--- config.mk ---
export PLATFORM = sky130hd
export DESIGN_NAME = camera_pixel_capture
export DESIGN_NICKNAME = d
export VERILOG_FILES = /design/src/rtl/camera_pixel_capture.sv
export SDC_FILE = /design/constraint.sdc
export NUM_CORES = 1
export LEC_CHECK = 0
export CORE_UTILIZATION = 53
export CTS_CLUSTER_DIAMETER = 60
export DETAILED_ROUTE_END_ITERATION = 16
export PLACE_DENSITY = 0.86
export SYNTH_ARGS = -nofsm -noshare
export SYNTH_HDL_FRONTEND = slang
export SYNTH_SLANG_ARGS = --single-unit
export TNS_END_PERCENT = 50
--- constraint.sdc ---
create_clock -name clk -period 2.7 [get_ports clk]
set_clock_uncertainty 0.2 [all_clocks]
set_input_delay 0.54 -clock clk [delete_from_list [all_inputs] [get_ports clk]]
set_output_delay 0.54 -clock clk [all_outputs]
set_load 0.02 [all_outputs]
--- src/rtl/camera_pixel_capture.sv ---
// Byte-serial RGB444 camera capture: vsync/href/8-bit bytes -> 12-bit {R,G,B} pixels with linear address.
// Optional build macro TEST_PATTERN_EN replaces pixel_data with eight vertical colour bars derived from x.
//
//   state      | meaning
//   WAIT_FRAME | after reset, discarding the partial frame until vsync goes high
//   SYNC       | vertical blanking, counters held clear
//   ACTIVE     | frame in progress, bytes captured while href is high
module camera_pixel_capture #(
   parameter int H_RES  = 320,
   parameter int V_RES  = 240,
   parameter int ADDR_W = 17
) (
   input  logic              clk,
   input  logic              reset,
   input  logic              vsync,
   input  logic              href,
   input  logic [7:0]        cam_data,
   output logic [11:0]       pixel_data,
   output logic              pixel_valid,
   output logic [ADDR_W-1:0] pixel_addr,
   output logic              frame_done,
   output logic              overflow
);

   localparam int TOTAL = H_RES * V_RES;
   localparam int XW    = $clog2(H_RES + 1);
   localparam int BW    = ADDR_W + 1;
   localparam logic [XW-1:0] X_MAX   = XW'(H_RES);
   localparam logic [BW-1:0] B_TOTAL = BW'(TOTAL);
   localparam logic [BW-1:0] B_STEP  = BW'(H_RES);

   typedef enum logic [1:0] {WAIT_FRAME, SYNC, ACTIVE} state_t;

   state_t         state, state_nxt;
   logic           phase;
   logic           href_d;
   logic [3:0]     r_lat;
   logic [XW-1:0]  x;
   logic [BW-1:0]  line_base;   // y*H_RES, saturates at H_RES*V_RES
   logic           in_line;
   logic           in_frame;
   logic [11:0]    pix_word;

   always_ff @(posedge clk) begin
      if (reset) state <= WAIT_FRAME;
      else       state <= state_nxt;
   end

   always_comb begin
      state_nxt = state;
      case (state)
         WAIT_FRAME: if (vsync)  state_nxt = SYNC;
         SYNC:       if (!vsync) state_nxt = ACTIVE;
         ACTIVE:     if (vsync)  state_nxt = SYNC;
         default:                state_nxt = WAIT_FRAME;
      endcase
   end

   assign in_line  = (x < X_MAX);
   assign in_frame = (line_base < B_TOTAL);

`ifdef TEST_PATTERN_EN
   logic [2:0] bar;
   assign bar = 3'((32'(x) * 32'd8) / 32'(H_RES));
   always_comb begin
      pix_word = 12'h000;
      case (bar)
         3'd0: pix_word = 12'hFFF;
         3'd1: pix_word = 12'hFF0;
         3'd2: pix_word = 12'h0FF;
         3'd3: pix_word = 12'h0F0;
         3'd4: pix_word = 12'hF0F;
         3'd5: pix_word = 12'hF00;
         3'd6: pix_word = 12'h00F;
         default: pix_word = 12'h000;
      endcase
   end
`else
   assign pix_word = {r_lat, cam_data};
`endif

   always_ff @(posedge clk) begin
      if (reset) begin
         phase       <= 1'b0;
         href_d      <= 1'b0;
         r_lat       <= 4'h0;
         x           <= '0;
         line_base   <= '0;
         pixel_data  <= 12'h000;
         pixel_valid <= 1'b0;
         pixel_addr  <= '0;
         frame_done  <= 1'b0;
         overflow    <= 1'b0;
      end else begin
         pixel_valid <= 1'b0;
         frame_done  <= 1'b0;
         case (state)
            WAIT_FRAME, SYNC: begin
               phase     <= 1'b0;
               href_d    <= 1'b0;
               x         <= '0;
               line_base <= '0;
               if (state == SYNC && !vsync) overflow <= 1'b0;
            end
            ACTIVE: begin
               if (vsync) begin
                  // frame ends (possibly mid-line); blanking clears the counters
                  frame_done <= 1'b1;
                  phase      <= 1'b0;
                  href_d     <= 1'b0;
                  x          <= '0;
                  line_base  <= '0;
               end else begin
                  href_d <= href;
                  if (href) begin
                     phase <= ~phase;
                     if (!phase) begin
                        r_lat <= cam_data[3:0];
                     end else if (in_line) begin
                        x <= x + XW'(1);
                        if (in_frame) begin
                           pixel_valid <= 1'b1;
                           pixel_data  <= pix_word;
                           pixel_addr  <= ADDR_W'(line_base + BW'(x));
                        end else begin
                           overflow <= 1'b1;
                        end
                     end
                  end else if (href_d) begin
                     // line end: a pending half pixel is simply dropped
                     phase <= 1'b0;
                     x     <= '0;
                     if (in_frame) line_base <= line_base + B_STEP;
                  end
               end
            end
            default: begin
               phase  <= 1'b0;
               href_d <= 1'b0;
            end
         endcase
      end
   end

endmodule

==> results of run 1 <==
-- worst max-delay path: cells and delay by family --
kind,cells,cell delay (ns)
AOI/OAI and AO/OA,3,0.76
and+or+nand+nor,2,0.55
buffers and inverters,1,0.53
-- power by group --
group / switching [mW] / total (mW) / internal, mW
sequential: 0.00305 / 0.905 / 0.902
clock: 0.368 / 0.887 / 0.520
combinational: 0.0321 / 0.0594 / 0.0273
-- path summary, 6_finish.rpt --
kind,from,end,slack (ns),cells after the start
min,pixel_addr[9],pixel_addr[9],0.25,2
min reg2reg,pixel_addr[9],pixel_addr[9],0.25,2
max,href,line_base[11],0.34,6
max reg2reg,line_base[14],line_base[11],0.58,5
-- registers in the layout, indices dropped and copies added, names as in the netlist, 2 cells and up --
signal and flops:
pixel_addr 17, line_base 12, pixel_data 12, x 9, r_lat 4, state 2
-- cells by family after synthesis --
| group | after synthesis | share of synthesized area (%) |
|---|---|---|
| adders and majority gates | 5 | 2.28 |
| muxes | 6 | 2.19 |
| AOI/OAI and AO/OA | 72 | 18.4 |
| DFF | 61 | 44.6 |
| and+or+nand+nor | 142 | 24.2 |
| buffers and inverters | 21 | 3.65 |
| xor gates and xnor gates | 15 | 4.79 |
-- cell type report --
class / instances / area (sq um) / share of cell area [%]
tap: 67 / 83.8 / 2.40
clock inverter: 6 / 86.3 / 2.47
sequential: 61 / 1220 / 35.0
timing repair buffer: 56 / 541 / 15.5
clock buffer: 10 / 128 / 3.66
multi-input combinational: 240 / 1420 / 40.7
inverter: 3 / 11.3 / 0.323
-- stage by stage --
stage	hold WS [ns]	instance area, sq um	power, mW
floorplan	0.232	2740	0.955
finish	0.251	3490	1.85
global placement	0.238	3280	0.983
CTS	0.251	3490	1.86
global route	0.274	3490	1.91
detailed placement	0.244	3280	0.984
-- synth_stat cells, types with 3 or more instances --
library cell,n
inv_1,3
dfxtp_1,61
nand2_1,52
o21ai_0,4
nor2_1,40
a31oi_1,7
buf_2,5
nand2b_1,6
xor2_1,5
a21oi_1,30
nor2b_1,4
clkbuf_1,9
mux2i_1,6
nor3_1,8
ha_1,5
nand4_1,7
o31ai_1,3
xnor2_1,10
a311oi_1,3
nand3_1,7
and2_1,3
or4_1,3
a211oi_1,10
-- per-layer routing --
metal,global-route usage [%],routed length [um],share of wire [%]
met4,13.7,145,2.3
met1,32.6,3020,48
met5,0,0,0
met2,37.3,2760,44
met3,5.49,342,5.5
==> metrics.md, run 1 <==
| Metric | Value |
|---|---|
| Result of the run | complete, no violations |
| Number of rows in the core area | 25 |
| Critical path, cell by cell | clkdlybuf4s50_1 -> or4_1 -> a21oi_1 -> o311a_2 -> nand2b_2 -> a2111oi_4 |
| Clock tree from TritonCTS | done |
| Unique cell type count in the Yosys netlist | 49 |
| I/O pins | 44 |
| Power per cell area | about 530 nW/um^2 |
| 1st-pass router iterations | 4 |
| Dominant cells by area after synthesis | dfxtp_1 45%, nand2_1 7.1%, a21oi_1 5.5%, nor2_1 5.5%, xnor2_1 3.2% |
| Number of nets still failing antenna checks after routing | 0 |
| Clock transition at the registers of the reported paths | 0.07 ns |
| Residual overflow from global routing | 0 |
| Cts bufs inserted | 9 |
| Slowest stage delay, CP | 0.53 ns |
| Pin count of the biggest net entering global routing | between 40 and 50 |
| Avg WL per Cell | 14.1 um |
| Number of enable flip-flop cells after synthesis | 0 |
| Element type at the critical path start | primary input |
| Share of synthesized area occupied by flip-flops and latches | 44.6% |
| Net count of the mapped netlist | 339 |
| Number of failing hold endpoints at the final stage | 0 |
| RePlAce Congestion | between 0.8 and 0.9 |
| Highest-count cells in the layout ignoring fill and taps | 61 x dfxtp_1, 52 x nand2_1, 43 x clkdlybuf4s50_1 |
| Cells resized by post-CTS repair | 0 |
| IO buf count | 43 |
| # hold bufs at CTS | 0 |
| Via count | approximately 2400 |
| Fmax | 424 MHz |
| Vert. Die Dim | 73.9 um |
| Part of the cycle the worst path needs | roughly 87% |
| PnR worst setup slack | between 0.3 and 0.4 ns |
| Post-detail-place hpwl | 4.34 mm |
| CTS Sinks | 61 |
| Average via count per standard cell | approximately 5.5 |
| Total of flip-flops plus latches after synthesis | 61 |
| Effective utilization at floorplan | 56.5% |
| Count of filler cells inserted in the layout | 394 |
| Most used flip-flop cell after synthesis | dfxtp_1 |
| Hold crit path type | reg2reg |
| Setup violation total in the final timing report | 0 |
| Worst Max-Slew Pin Slew | 0.482 ns |
| Max-cap viol count | 0 |
| Worst Path Max Fanout | 8 |
| Number of warning messages in the yosys log | 0 |
| Synthesized instance count | 322 |
| Layout area overhead | 27.4% |
| Unrepaired setup endpoints after global routing | false |
| DRC violation count after routing | 0 |
| Number of buffers added for setup after CTS | 0 |
| WS Path Type | in2reg |
| Detailed Route WL | between 6 and 7 mm |
| Core box area | around 4800 sq um |
| Global-route wire length before repair | 10.1 mm |
| Sum of negative setup slack | 0 ns |
| Final slew viol count | 0 |
| Tmin final | 2.36 ns |
| Cell with the largest stage delay on the worst path | clkdlybuf4s50_1 |
| Antenna diode instance count | 0 |
| Asr flop ratio synth | 0% |
| Dominant cell type by area after synthesis | dfxtp_1 |
| CTS H-Tree Depth | 3 |
| Most frequent standard cell in the layout excluding fill and tap cells | dfxtp_1 |
| Buffer levels on the longest clock path | 2 |
| Clock Latency Late Sink | 0.34 ns |
| Yosys top cell area share | 44.6% |
| Worst setup timing slack at the placement stage | 0.0410 ns |
| Netlist Area Pre-Place | between 2000 and 3000 sq um |
| Die W | 73.9 um |
| Leak | approximately 1.2 nW |
| Number of cells in the finished layout apart from fillers | 443 |
| Max transition margin | roughly two thirds |
| Vias in the first global route | between 2000 and 2500 |
| Worst EP required | 2.74 ns |
| DR iter-0 viols | 133 |
| Nature of the critical path endpoint | flop |
| Maximum vdd ir drop | 0.431 mV |
| Fin util | 72.0% |
| Fraction of layout cells with a size suffix above 1 | 10.4% |
| Total GRT Usage | 24.7% |
| Syn avg cell area | between 8 and 9 sq um |
| Placed Cells | approximately 430 |
| Final nets | 388 |
| Critical path data arrival time | about 2.4 ns |
| Buffer cell driving the clock tree root | clkbuf_8 |
| Die area | 5460 sq um |
| Number of antenna violations at the first check in global routing | 0 |
(Power assumes the default switching activity.)
==> inputs of run 2 (changes only) <==
- ABC_AREA: unset -> 1
- CORE_UTILIZATION: 53 -> 54
- PLACE_DENSITY: 0.86 -> 0.87
==> metrics.md, run 2 <==
| Metric | Value |
|---|---|
| Result of the run | complete, no violations |
| CTS H-Tree Depth | 3 (unchanged) |
| Core box area | 5170 sq um (+6.7%) |
| Power per cell area | 496 nW/um^2 (-6.6%) |
| Register with the most flip-flops | pixel_addr |
| Detailed Route WL | 6.35 mm (+1.3%) |
| Most frequent standard cell in the layout excluding fill and tap cells | nor2_1 |
| Fin util | 69.7% (-2.3 points) |
| Cells resized by post-CTS repair | 0 (unchanged) |
| Total GRT Usage | 23.7% (-0.98 points) |
| Number of antenna violations at the first check in global routing | 0 (unchanged) |
| Number of flip-flops under the largest register name | 17 (unchanged) |
| Netlist Area Pre-Place | 2930 sq um (+6.8%) |
| Setup violation total in the final timing report | 0 (unchanged) |
| Yosys top cell area share | 41.7% (-2.8 points) |
| Synthesized instance count | 407 (+26%) |
| Final slew viol count | 0 (unchanged) |
| Nature of the critical path endpoint | output pin |
| Number of buffers added for setup after CTS | 0 (unchanged) |
| Global-route wire length before repair | 10.2 mm (+0.54%) |
| Unique cell type count in the Yosys netlist | 34 (-31%) |
| Die W | 75.6 um (+2.3%) |
| Worst Max-Slew Pin Slew | 0.435 ns (-0.0474 ns) |
| Worst setup timing slack at the placement stage | 0.347 ns (+0.306 ns) |
| Antenna diode instance count | 0 (unchanged) |
| Switching share of total power | 22.7% (+1.0 points) |
| Number of enable flip-flop cells after synthesis | 0 (unchanged) |
| Effective utilization at floorplan | 56.6% (about the same) |
| Final nets | 472 (+22%) |
| Cell with the largest stage delay on the worst path | clkdlybuf4s50_1 |
| Combinational Power Share | 4.1% (+0.9 points) |
| Number of nets still failing antenna checks after routing | 0 (unchanged) |
| Slowest stage delay, CP | 0.63 ns (+0.10 ns) |
| RePlAce Congestion | 0.865 (-0.63%) |
| Number of buffers and inverters on the critical path | 1 (unchanged) |
| Most frequent cell after synthesis | nor2_1 |
| I/O pins | 44 (unchanged) |
| DRC violation count after routing | 0 (unchanged) |
| Buffer levels on the longest clock path | 2 (unchanged) |
| Fraction of power consumed by sequential logic | 50.6% (+1.7 points) |
| Max transition margin | 71.0% (+3.2 points) |
| Clock transition at the registers of the reported paths | 0.07 ns (about the same) |
| PnR worst setup slack | 0.643 ns (+0.299 ns) |
| Worst EP required | 1.96 ns (-0.78 ns) |
| Post-detail-place hpwl | 4.60 mm (+5.9%) |
| Cell internal pwr | 1.38 mW (-4.7%) |
| Element type at the critical path start | flop |
| Pin count of the biggest net entering global routing | 30 (-33%) |
| Layout area overhead | 23.2% |
| Sum of negative setup slack | 0 ns (unchanged) |
| Portion of total power attributed to the clock network | 45.3% (-2.6 points) |
| Hold crit path type | reg2reg |
| Critical path, cell by cell | clkdlybuf4s50_1 |
| Die area | 5720 sq um (+4.6%) |
| Vias in the first global route | 2355 (+6.9%) |
| Count of filler cells inserted in the layout | 400 (+1.5%) |
| Registers with the most flip-flops | pixel_addr x17, line_base x12, pixel_data x12 |
| # hold bufs at CTS | 0 (unchanged) |
| Fmax | 486 MHz (+15%) |
| Switching power summed over all nets | 406 uW (+0.92%) |
| Dominant cell type by area after synthesis | dfxtp_1 |
| Via count | 2708 (+11%) |
| Maximum vdd ir drop | 0.252 mV (-42%) |
| Critical path data arrival time | 1.32 ns (-1.08 ns) |
| Part of the cycle the worst path needs | 76.2% (-11 points) |
| DR WL met2 | 2.90 mm (+5.0%) |
| Asr flop ratio synth | 0% (unchanged) |
| 1st-pass router iterations | 4 (unchanged) |
| Max-cap viol count | 0 (unchanged) |
| Residual overflow from global routing | 0 (unchanged) |
| Placed Cells | 514 (+20%) |
| Worst Path Max Fanout | 2 (-6) |
| Top routing layer in use | met4 |
| Clock Latency Late Sink | 0.34 ns (about the same) |
| Net count of the mapped netlist | 424 (+25%) |
| Unrepaired setup endpoints after global routing | false |
| Number of failing hold endpoints at the final stage | 0 (unchanged) |
| Avg WL per Cell | 12.0 um (-15%) |
| WS Path Type | reg2out |
| Cts bufs inserted | 9 (unchanged) |
| Most used standard cells in the synthesized netlist | 82 x nor2_1, 73 x nand2_1, 61 x dfxtp_1, 43 x o21ai_0, 42 x inv_1 |
| Buffer cell driving the clock tree root | clkbuf_8 |
| Clock tree from TritonCTS | done |
| Tmin final | 2.06 ns (-0.299 ns) |
| Total of flip-flops plus latches after synthesis | 61 (unchanged) |
| CTS Sinks | 61 (unchanged) |
| Number of cells in the finished layout apart from fillers | 530 (+20%) |
| Most used flip-flop cell after synthesis | dfxtp_1 |
| Met1 routed wirelength after detailed routing | 2.93 mm (-3.0%) |
| Cell family contributing the most delay on the critical path | buffers and inverters |
| Share of synthesized area occupied by flip-flops and latches | 41.7% (-2.8 points) |
| Dominant cells by area after synthesis | dfxtp_1 42%, nor2_1 11%, nand2_1 9.4%, o21ai_0 7.4%, inv_1 5.4% |
| Vert. Die Dim | 75.6 um (+2.3%) |
| Number of rows in the core area | 26 (+4.0%) |
| Sum of met3 wire segment lengths after detailed routing | 351 um (+2.6%) |
| Final worst hold slack | 0.262 ns (+0.0116 ns) |
| IO buf count | 43 (unchanged) |
| Highest-count cells in the layout ignoring fill and taps | 82 x nor2_1, 73 x nand2_1, 61 x dfxtp_1 |
| Fraction of layout cells with a size suffix above 1 | 11.7% (+1.4 points) |
| Syn avg cell area | 7.19 sq um (-16%) |
| Average via count per standard cell | 5.11 (-6.9%) |
| Leak | 1.53 nW (+27%) |
| DR iter-0 viols | 152 (+14%) |
| Number of warning messages in the yosys log | 0 (unchanged) |
[run 2: cell count changes after synthesis, moves of 10 or more]
cell      change
inv_1        +39
a21oi_1      -20
nand3_1      +18
nand2_1      +21
nor2_1       +42
xnor2_1      -10
o21ai_0      +39
a211oi_1     -10
[run 2: final timing paths]
check                      start              to  slack [ns]  depth (start not counted)
setup / recovery  pixel_addr[13]  pixel_addr[13]        0.64                          1
hold / removal     line_base[17]   line_base[17]        0.26                          2
setup reg to reg            x[7]  pixel_addr[14]        0.86                         12
hold reg to reg    line_base[17]   line_base[17]        0.26                          2
[run 2: area by class of cell]
class                           instances  area (sq um)  area share, %
Multi-Input combinational cell        287          1440           40.1
Timing Repair Buffer                   49           475           13.2
Inverter                               47           176           4.89
Tap cell                               70          87.6           2.43
Sequential cell                        61          1220           33.9
Clock inverter                          6          62.6           1.74
Clock buffer                           10           138           3.82
[run 2: cells by family (layout without fill, tap and decap cells)]
logic type                 after synthesis  count (layout)  share of synthesized area, %
DFF                                     61              61                          41.7
adders and majority gates                5               5                          2.14
AOI/OAI and AO/OA                       71              71                          13.9
buffers and inverters                   59             112                          8.90
xor gates and xnor gates                 5               5                          1.50
and+or+nand+nor                        206             206                          31.8
[run 2: power groups by stage]
stage	clock, mW	sequential [mW]	combinational, mW
after floorplan	0	0.925	0.0413
after global placement	0	0.925	0.0706
after detailed placement	0	0.925	0.0720
after CTS	0.822	0.904	0.0729
after global routing	0.858	0.904	0.0806
final	0.809	0.904	0.0729
[run 2: per-layer routing]
layer,track usage (%),up-vias
met5,0,-
met4,14.6,0
met3,5.56,16
met2,36.5,90
met1,30.1,1203
li1,-,1399
[run 2: metrics by stage]
step                      power [mW]  area [sq um]
after CTS                       1.80          3600
after global placement         0.995          3400
after detailed placement       0.997          3400
final                           1.79          3600
after floorplan                0.966          2930
after global routing            1.84          3600
==> inputs of run 3 (changes only) <==
- CORE_UTILIZATION: 54 -> 48
- PLACE_DENSITY: 0.87 -> 0.82
- clock period: 2.7 -> 1.8 ns (I/O delays scaled with it)
==> metrics.md, run 3 (synthesis results as in run 2) <==
| Metric | Value |
|---|---|
| CTS Sinks | 61 (unchanged) |
| Effective utilization at floorplan | 49.7% (-6.9 points) |
| Critical path data arrival time | 1.73 ns (+0.41 ns) |
| Die W | 80.1 um (+5.9%) |
| Combinational Power Share | 4.6% (+0.5 points) |
| Register with the most flip-flops | pixel_addr |
| Registers with the most flip-flops | pixel_addr x17, line_base x12, pixel_data x12 |
| Most frequent standard cell in the layout excluding fill and tap cells | nor2_1 |
| Slowest stage delay, CP | 0.54 ns (-0.09 ns) |
| Cell internal pwr | 2.19 mW (+58%) |
| Clock transition at the registers of the reported paths | 0.07 ns (about the same) |
| Max-cap viol count | 0 (unchanged) |
| Number of rows in the core area | 28 (+7.7%) |
| DRC violation count after routing | 0 (unchanged) |
| Clock tree from TritonCTS | done |
| Hold crit path type | reg2reg |
| Average via count per standard cell | 5.01 (-1.9%) |
| Pin count of the biggest net entering global routing | 27 (-10%) |
| Fraction of power consumed by sequential logic | 48.8% (-1.8 points) |
| CP most frequent cell | nand2_4 |
| Number of failing hold endpoints at the final stage | 0 (unchanged) |
| Part of the cycle the worst path needs | between 90 and 100% |
| Die area | 6410 sq um (+12%) |
| Worst Max-Slew Pin Slew | 0.283 ns (-0.152 ns) |
| Detailed Route WL | 6.65 mm (+4.7%) |
| Via count | 2806 (+3.6%) |
| Start point of the critical path | vsync |
| Vert. Die Dim | 80.1 um (+5.9%) |
| Core box area | 5890 sq um (+14%) |
| Max transition margin | 81.1% (+10 points) |
| CTS H-Tree Depth | 3 (unchanged) |
| 1st-pass router iterations | 4 (unchanged) |
| Area of all sequential standard cells | 1230 sq um (+0.51%) |
| Number of buffers and inverters on the critical path | 1 (unchanged) |
| Final nets | 497 (+5.3%) |
| IO buf count | 43 (unchanged) |
| Post-detail-place hpwl | 4.97 mm (+8.0%) |
| Switching power summed over all nets | 595 uW (+46%) |
| Launching point of the worst reg2reg path | x[7] |
| Setup violation total in the final timing report | 0 (unchanged) |
| Buffer levels on the longest clock path | 2 (unchanged) |
| Global-route wire length before repair | 11.4 mm (+12%) |
| Clock Latency Late Sink | 0.34 ns (about the same) |
| Critical path, cell by cell | clkdlybuf4s50_1 -> nor2_4 -> nand2_4 -> nand2_1 -> nor2_4 -> nand2_4 -> nand2_4 -> nand2_1 -> and2_1 |
| Buffer cell driving the clock tree root | clkbuf_8 |
| Highest-count cells in the layout ignoring fill and taps | 81 x nor2_1, 68 x nand2_1, 56 x dfxtp_1 |
| Final worst hold slack | 0.271 ns (+0.00814 ns) |
| Switching share of total power | 21.4% (-1.4 points) |
| Number of flip-flops under the largest register name | 17 (unchanged) |
| Portion of total power attributed to the clock network | 46.6% (+1.3 points) |
| Worst Path Max Fanout | 9 (+7) |
| Fmax | 589 MHz |
| Maximum vdd ir drop | 0.589 mV (+130%) |
| Avg WL per Cell | 11.9 um (-0.88%) |
| Layout area overhead | 31.6% |
| RePlAce Congestion | 0.903 (+4.4%) |
| I/O pins | 44 (unchanged) |
| Vias in the first global route | 2629 (+12%) |
| Fraction of layout cells with a size suffix above 1 | 19.2% (+7.4 points) |
| Cell family contributing the most delay on the critical path | simple AND/OR/NAND/NOR gates |
| Multi-input combinational cell area | 1490 sq um (+3.5%) |
| DR iter-0 viols | 153 (+0.66%) |
| Antenna diode instance count | 0 (unchanged) |
| Residual overflow from global routing | 0 (unchanged) |
| Final slew viol count | 0 (unchanged) |
| Tmin final | 1.70 ns |
| Pwr Total | 2.78 mW (+56%) |
| WS Path Type | in2reg |
| Count of filler cells inserted in the layout | 508 (+27%) |
| Result of the run | complete, no violations |
| Unrepaired setup endpoints after global routing | true |
| # hold bufs at CTS | 0 (unchanged) |
| Number of antenna violations at the first check in global routing | 0 (unchanged) |
| Element type at the critical path start | primary input |
| Nature of the critical path endpoint | flop |
| Leak | 1.83 nW (+19%) |
| Cell with the largest stage delay on the worst path | clkdlybuf4s50_1 |
| Number of nets still failing antenna checks after routing | 0 (unchanged) |
| Power per cell area | 723 nW/um^2 (+46%) |
| Total GRT Usage | 22.9% (-0.78 points) |
| Worst hold start | pixel_addr[13] |
| Cts bufs inserted | 9 (unchanged) |
| Worst EP required | 1.84 ns (-0.12 ns) |
==> run 3: area by class of cell <==
cell class | count | area share (%)
clock buffer | 11 | 3.41
clock inverter | 5 | 1.95
inverter | 47 | 4.65
multi-input combinational | 287 | 38.8
sequential | 61 | 31.9
tap | 75 | 2.44
timing repair buffer | 74 | 16.8
==> run 3: power groups by stage <==
stage | registers (mW) | clock network (mW) | logic [mW]
6_report | 1.36 | 1.30 | 0.128
3_5_place_dp | 1.39 | 0 | 0.125
5_1_grt | 1.36 | 1.38 | 0.141
3_3_place_gp | 1.39 | 0 | 0.123
2_1_floorplan | 1.39 | 0 | 0.0620
4_1_cts | 1.36 | 1.32 | 0.126
==> run 3: metrics by stage <==
step                instances  setup TNS (ns)  util, %  area (sq um)  setup slack (ns)
CTS                       557               0     64.0          3770            0.0260
global route              560         -0.0426     65.4          3850           -0.0130
finish                    560               0     65.4          3850             0.102
global placement          541           -8.74     61.2          3600            -0.206
floorplan                 407               0        -          2930             0.134
detailed placement        541          -10.64     61.2          3600            -0.261
==> run 3: final timing paths <==
kind / slack [ns] / endpoint / cells after the start
worst max-delay path: 0.10 / line_base[9] / 9
worst min-delay path: 0.27 / pixel_addr[13] / 2
worst max register to register: 0.12 / pixel_addr[6] / 8
worst min register to register: 0.27 / pixel_addr[13] / 2
==> run 3: routing by layer <==
metal / track usage [%] / routed length [um] / vias to the layer above
li1: - / - / 1454
met5: 0 / 0 / -
met1: 29.0 / 3130 / 1258
met2: 37.4 / 3070 / 82
met4: 11.3 / 117 / 0
met3: 3.98 / 327 / 12
==> run 3: tightest hold or removal path: cells and delay by family (launching register included) <==
family | cells | cell delay [ns]
flops | 1 | 0.31
simple gates | 1 | 0.06
compound gates | 1 | 0.05
==> run 3: timing repair <==
| action | in CTS | in global routing |
|---|---|---|
| setup endpoints to repair | 32 | 38 |
| buffers inserted | 0 | 3 |
| resized for setup | 32 | 26 |
| pin swaps | 0 | 1 |
